===== config.mk =====
export PLATFORM = sky130hd
export DESIGN_NAME = axil_reg_slave
export DESIGN_NICKNAME = d
export VERILOG_FILES = /design/src/rtl/axil_reg_slave.sv
export SDC_FILE = /design/constraint.sdc
export NUM_CORES = 1
export LEC_CHECK = 0
export BUFFER_PORTS_ARGS = -buffer_cell sky130_fd_sc_hd__buf_2
export CAP_MARGIN = 15
export CORE_ASPECT_RATIO = 1.25
export CORE_MARGIN = 2
export CORE_UTILIZATION = 30
export CTS_CLUSTER_SIZE = 8
export DETAILED_ROUTE_END_ITERATION = 12
export PLACE_DENSITY = 0.62
export SYNTH_ARGS = -nofsm -noshare
export SYNTH_HDL_FRONTEND = slang
export SYNTH_SLANG_ARGS = --single-unit

===== constraint.sdc =====
create_clock -name s_axi_aclk -period 5.4 [get_ports s_axi_aclk]
set_clock_uncertainty 0.15 [all_clocks]
set_input_delay 0.27 -clock s_axi_aclk [delete_from_list [all_inputs] [get_ports s_axi_aclk]]
set_output_delay 0.27 -clock s_axi_aclk [all_outputs]
set_load 0.05 [all_outputs]

===== src/rtl/axil_reg_slave.sv =====
`default_nettype none
// ============================================================================
// Module   : axil_reg_slave
// Purpose  : AXI4-Lite slave exposing NUM_REGS 32-bit read/write registers.
//            Write address and write data are captured independently (either
//            order or the same cycle) and committed together on the following
//            edge. The read path runs fully independently of the write path.
//            A read that coincides with a commit to the same register returns
//            the pre-write value.
// Ports    : s_axi_aclk / s_axi_aresetn   clock, async active-low reset
//            s_axi_aw* / s_axi_w* / s_axi_b*   write address, data, response
//            s_axi_ar* / s_axi_r*              read address, data
//            reg_out       all register contents, register i at [32i+31:32i]
//            reg_wr_pulse  one-cycle pulse per in-range register commit
//            reg_wr_index  index of the last committed register
// Options  : AXIL_REG_SLAVE_SLVERR_EN - when defined, out-of-range accesses
//            answer SLVERR (2'b10); otherwise every access answers OKAY.
// Revision : 1.0 - initial release
// ============================================================================
module axil_reg_slave #(
    parameter int AXI_ADDR_WIDTH = 32,
    parameter int AXI_DATA_WIDTH = 32,
    parameter int NUM_REGS       = 16
) (
    input  logic                               s_axi_aclk,
    input  logic                               s_axi_aresetn,
    input  logic [AXI_ADDR_WIDTH-1:0]          s_axi_awaddr,
    input  logic                               s_axi_awvalid,
    output logic                               s_axi_awready,
    input  logic [AXI_DATA_WIDTH-1:0]          s_axi_wdata,
    input  logic [AXI_DATA_WIDTH/8-1:0]        s_axi_wstrb,
    input  logic                               s_axi_wvalid,
    output logic                               s_axi_wready,
    output logic [1:0]                         s_axi_bresp,
    output logic                               s_axi_bvalid,
    input  logic                               s_axi_bready,
    input  logic [AXI_ADDR_WIDTH-1:0]          s_axi_araddr,
    input  logic                               s_axi_arvalid,
    output logic                               s_axi_arready,
    output logic [AXI_DATA_WIDTH-1:0]          s_axi_rdata,
    output logic [1:0]                         s_axi_rresp,
    output logic                               s_axi_rvalid,
    input  logic                               s_axi_rready,
    output logic [NUM_REGS*AXI_DATA_WIDTH-1:0] reg_out,
    output logic                               reg_wr_pulse,
    output logic [7:0]                         reg_wr_index
);

    localparam int c_IDX_W  = $clog2(NUM_REGS);
    localparam int c_STRB_W = AXI_DATA_WIDTH / 8;

`ifdef AXIL_REG_SLAVE_SLVERR_EN
    localparam logic c_SLVERR_EN = 1'b1;
`else
    localparam logic c_SLVERR_EN = 1'b0;
`endif

    // Readies stay low until the first edge after reset release.
    logic                          r_ready_en;

    logic                          r_aw_held;
    logic [AXI_ADDR_WIDTH-1:0]     r_aw_addr;
    logic                          r_w_held;
    logic [AXI_DATA_WIDTH-1:0]     r_wdata;
    logic [c_STRB_W-1:0]           r_wstrb;
    logic                          r_bvalid;
    logic [1:0]                    r_bresp;
    logic                          r_wr_pulse;
    logic [7:0]                    r_wr_index;

    logic                          r_rvalid;
    logic [AXI_DATA_WIDTH-1:0]     r_rdata;
    logic [1:0]                    r_rresp;

    logic [AXI_DATA_WIDTH-1:0]     r_regs [NUM_REGS];

    logic                          w_aw_hs;
    logic                          w_w_hs;
    logic                          w_ar_hs;
    logic                          w_commit;
    logic                          w_aw_in_range;
    logic                          w_ar_in_range;
    logic [c_IDX_W-1:0]            w_aw_idx;
    logic [c_IDX_W-1:0]            w_ar_idx;
    logic [1:0]                    w_aw_resp;
    logic [1:0]                    w_ar_resp;

    assign s_axi_awready = r_ready_en & ~r_aw_held & ~r_bvalid;
    assign s_axi_wready  = r_ready_en & ~r_w_held  & ~r_bvalid;
    assign s_axi_arready = r_ready_en & ~r_rvalid;

    assign w_aw_hs  = s_axi_awvalid & s_axi_awready;
    assign w_w_hs   = s_axi_wvalid  & s_axi_wready;
    assign w_ar_hs  = s_axi_arvalid & s_axi_arready;
    assign w_commit = r_aw_held & r_w_held;

    // Anything above the register window makes the access out of range;
    // the byte offset in addr[1:0] is shifted away and never consulted.
    assign w_aw_in_range = ((r_aw_addr    >> (c_IDX_W + 2)) == '0);
    assign w_ar_in_range = ((s_axi_araddr >> (c_IDX_W + 2)) == '0);
    assign w_aw_idx      = r_aw_addr[c_IDX_W+1:2];
    assign w_ar_idx      = s_axi_araddr[c_IDX_W+1:2];

    assign w_aw_resp = (c_SLVERR_EN && !w_aw_in_range) ? 2'b10 : 2'b00;
    assign w_ar_resp = (c_SLVERR_EN && !w_ar_in_range) ? 2'b10 : 2'b00;

    // ------------------------------------------------------------------
    // Write channel control: capture AW and W, commit, hold response.
    // ------------------------------------------------------------------
    always_ff @(posedge s_axi_aclk or negedge s_axi_aresetn) begin
        if (!s_axi_aresetn) begin
            r_ready_en <= 1'b0;
            r_aw_held  <= 1'b0;
            r_aw_addr  <= '0;
            r_w_held   <= 1'b0;
            r_wdata    <= '0;
            r_wstrb    <= '0;
            r_bvalid   <= 1'b0;
            r_bresp    <= 2'b00;
            r_wr_pulse <= 1'b0;
            r_wr_index <= 8'd0;
        end else begin
            r_ready_en <= 1'b1;
            r_wr_pulse <= 1'b0;
            if (w_aw_hs) begin
                r_aw_held <= 1'b1;
                r_aw_addr <= s_axi_awaddr;
            end
            if (w_w_hs) begin
                r_w_held <= 1'b1;
                r_wdata  <= s_axi_wdata;
                r_wstrb  <= s_axi_wstrb;
            end
            // Captures only happen while bvalid is low, so a commit can
            // never overlap a pending response.
            if (w_commit) begin
                r_aw_held <= 1'b0;
                r_w_held  <= 1'b0;
                r_bvalid  <= 1'b1;
                r_bresp   <= w_aw_resp;
                if (w_aw_in_range) begin
                    r_wr_pulse <= 1'b1;
                    r_wr_index <= 8'(w_aw_idx);
                end
            end else if (r_bvalid && s_axi_bready) begin
                r_bvalid <= 1'b0;
            end
        end
    end

    // ------------------------------------------------------------------
    // Register file with byte-lane writes.
    // ------------------------------------------------------------------
    always_ff @(posedge s_axi_aclk or negedge s_axi_aresetn) begin
        if (!s_axi_aresetn) begin
            for (int i = 0; i < NUM_REGS; i++) begin
                r_regs[i] <= '0;
            end
        end else if (w_commit && w_aw_in_range) begin
            for (int b = 0; b < c_STRB_W; b++) begin
                if (r_wstrb[b]) begin
                    r_regs[w_aw_idx][8*b +: 8] <= r_wdata[8*b +: 8];
                end
            end
        end
    end

    // ------------------------------------------------------------------
    // Read channel. r_regs is sampled before any same-edge commit lands,
    // which gives the pre-write value on a read/write collision.
    // ------------------------------------------------------------------
    always_ff @(posedge s_axi_aclk or negedge s_axi_aresetn) begin
        if (!s_axi_aresetn) begin
            r_rvalid <= 1'b0;
            r_rdata  <= '0;
            r_rresp  <= 2'b00;
        end else if (w_ar_hs) begin
            r_rvalid <= 1'b1;
            r_rdata  <= w_ar_in_range ? r_regs[w_ar_idx] : '0;
            r_rresp  <= w_ar_resp;
        end else if (r_rvalid && s_axi_rready) begin
            r_rvalid <= 1'b0;
        end
    end

    generate
        for (genvar i = 0; i < NUM_REGS; i++) begin : g_reg_out
            assign reg_out[AXI_DATA_WIDTH*i +: AXI_DATA_WIDTH] = r_regs[i];
        end
    endgenerate

    assign s_axi_bvalid = r_bvalid;
    assign s_axi_bresp  = r_bresp;
    assign s_axi_rvalid = r_rvalid;
    assign s_axi_rdata  = r_rdata;
    assign s_axi_rresp  = r_rresp;
    assign reg_wr_pulse = r_wr_pulse;
    assign reg_wr_index = r_wr_index;

endmodule
`default_nettype wire


==> run summary <==
WL/cell: 28.9 µm
# setup viols final: 0
Final ANT Viol Nets: 0
Die H: 346 µm
status: finished clean
dpl hpwl: 73700 µm
Inst Count DP: 3493
top-area cell type share of the netlist area: 55.3%
Hold Vio Cnt, Final: 0
CP Capture Type: flip-flop
TritonCTS clock tree: yes
starting density of the core: 30.2%
Slew HR: 16.2%
final period utilization: 73.6%
die area: 0.0961 mm²
# IOs: 669
synthesized area: 0.0281 mm²
EDFF count, synth: 0
Max-cap violations: 0
vias: 19403
Slew Viols, Final: 0
Crit Path Category: flip-flop to flip-flop
area delta synth->final: 28.1%
Total Wirelength: 106000 µm
DR vias/cell: 5.29
Worst-path clk slew: 0.05 ns
initial antenna violation count: 3
core area: 0.0929 mm²
synthesis-stage register bit count: 620
die width: 278 µm
vias in the first global route: 20496
Main synth FF type: dfrtp_1
CP Launch Type: flip-flop
GRT Total Usage: 21.7%
fin crit period: 3.98 ns
Max Fanout on Critical Path: 30
Layout fillers: 8653
initial DRC count: 1159
Post-Syn Area per Cell: 16.4 µm²
maximum clock path buffer count: 3
port bufs: 656
post-route non-filler standard cell count: 3665
synth top area cells: dfrtp_1 (55%), mux2_2 (23%), mux4_2 (10%)
async set or reset register ratio after synthesis: 100%
most common cell in the netlist: dfrtp_1
CTS buffer count: 88
Multi-input gate area: 0.0121 mm²
Worst VDD drop: 296 µV
fin nets: 2555
Max Fclk: 252 MHz
Crit path arrival time: 4.32 ns
R2R Setup Slk: 1.42 ns
Placement Rows: 125
Post-synth top cells: dfrtp_1 (620), mux2_2 (582), mux4_2 (128)
Worst-Skew Late Latency: 0.64 ns
RSZ-0062 raised after global routing: no
leak pwr: 18.6 nW
Worst Hold Class: input pin to asynchronous set/reset pin
synth unique cells: 30
final core occ: 38.7%
yosys warns: 0
Post-Syn Instances: 1708
TritonRoute pass-1 iters: 5
register area: 0.0155 mm²
CTS sink cnt: 620
share of layout cells above drive strength 1: 64.1%
Yosys top cell by area: dfrtp_1
largest net degree at the start of global routing: 154
Post-CTS Resized: 0
CTS H-Tree Depth: 3
post-synthesis sequential area ratio: 55.3%
PwrDens: 330 mW/mm²
first-pass GRT wire length: 152000 µm
routability congestion estimate: 0.865
Post-CTS Setup Inserts: 0
Root Buffer: clkbuf_16
# DRC: 0
Final TNS setup: 0 ns
Slew @ Worst Pin: 1.25 ns
worst endpoint required time: 5.75 ns
Remaining Overflow, GRT: 0
## cell type report
type                            instances  share of cell area [%]
Clock inverter                          7                   0.463
Antenna cell                            2                  0.0139
Clock buffer                           92                    6.31
Tap cell                             1206                    4.20
Sequential cell                       620                    43.2
Inverter                                8                  0.0835
Timing Repair Buffer                  761                    12.2
Multi-Input combinational cell        969                    33.6
## registers in the layout, indices dropped and copies added, names as in the netlist
signal        flops
r_wdata          32
s_axi_bvalid      1
r_wstrb           4
r_aw_addr        30
reg_out         512
r_w_held          1
r_aw_held         1
s_axi_rvalid      1
s_axi_rdata      32
r_ready_en        1
reg_wr_index      4
reg_wr_pulse      1
## stage by stage
step	area (µm²)	total power, mW	hold slack, ns	setup WS, ns
floorplan	28100	6.26	-0.176	2.40
global placement	32800	6.77	0.250	1.46
detailed placement	32800	6.87	0.266	1.35
CTS	35900	12.0	0.139	1.34
global route	36000	12.4	0.174	1.37
finish	36000	11.9	0.149	1.42
## metal layers
layer | share of wire (%) | GRT usage, % | vias to the layer above | wire length (µm)
li1 | - | - | 7977 | -
met1 | 40 | 26.5 | 10433 | 41900
met2 | 50 | 37.1 | 800 | 53500
met3 | 6.0 | 4.66 | 191 | 6310
met4 | 4.1 | 9.26 | 2 | 4320
met5 | 0.0066 | 0 | - | 7
## layout by cell type (no fill, tap or decap), types with 7 or more instances in the layout
master	count
dfrtp_1	620
nor4_4	64
mux4_2	128
buf_4	26
nand2_1	42
dlygate4sd3_1	70
nor4_1	11
mux2_2	582
conb_1	9
buf_2	653
clkbuf_16	90
a22o_1	31
a22oi_1	62
buf_12	7
## what timing repair did
item | 4_1_cts | 5_1_grt
hold endpoints to repair | 168 | 0
endpoints found under the setup margin | 0 | 0
hold buffers | 70 | 0
## cells by family after synthesis
family / count (synthesis) / share of synthesized area (%)
muxes: 711 / 33.6
DFF: 620 / 55.3
and+or+nand+nor: 150 / 6.31
buffers and inverters: 126 / 1.97
AOI/OAI and AO/OA: 99 / 2.79
other: 2 / 0.0267
## path summary, 6_finish.rpt
check                                     startpoint                  endpoint  cells after the start
max                        r_aw_addr[17]$_DFFE_PN0P_   reg_out[69]$_DFFE_PN0P_                      5
min                                    s_axi_aresetn  reg_out[131]$_DFFE_PN0P_                      2
max reg2reg                r_aw_addr[17]$_DFFE_PN0P_   reg_out[69]$_DFFE_PN0P_                      5
min reg2reg                 r_aw_addr[6]$_DFFE_PN0P_  r_aw_addr[6]$_DFFE_PN0P_                      1
max in group asynchronous              s_axi_aresetn  reg_out[287]$_DFFE_PN0P_                      3
min in group s_axi_aclk                s_axi_arvalid  s_axi_rvalid$_DFFE_PN0P_                      4
## power breakdown
| group | switching, mW | total (mW) | internal, mW | leakage [nW] |
|---|---|---|---|---|
| logic | 0.797 | 1.21 | 0.416 | 8.94 |
| registers | 0.722 | 5.63 | 4.91 | 8.52 |
| clock network | 2.03 | 5.03 | 3.00 | 1.18 |
| total | 3.55 | 11.9 | 8.33 | 18.6 |
## critical path: stages, from the launching register on
cell and delay, ns:
dfrtp_1 0.38, nor4_1 0.54, nand4_1 0.61, buf_4 0.59, nor4_4 1.13, mux2_2 0.42
Power figures use the tool's default switching activity.
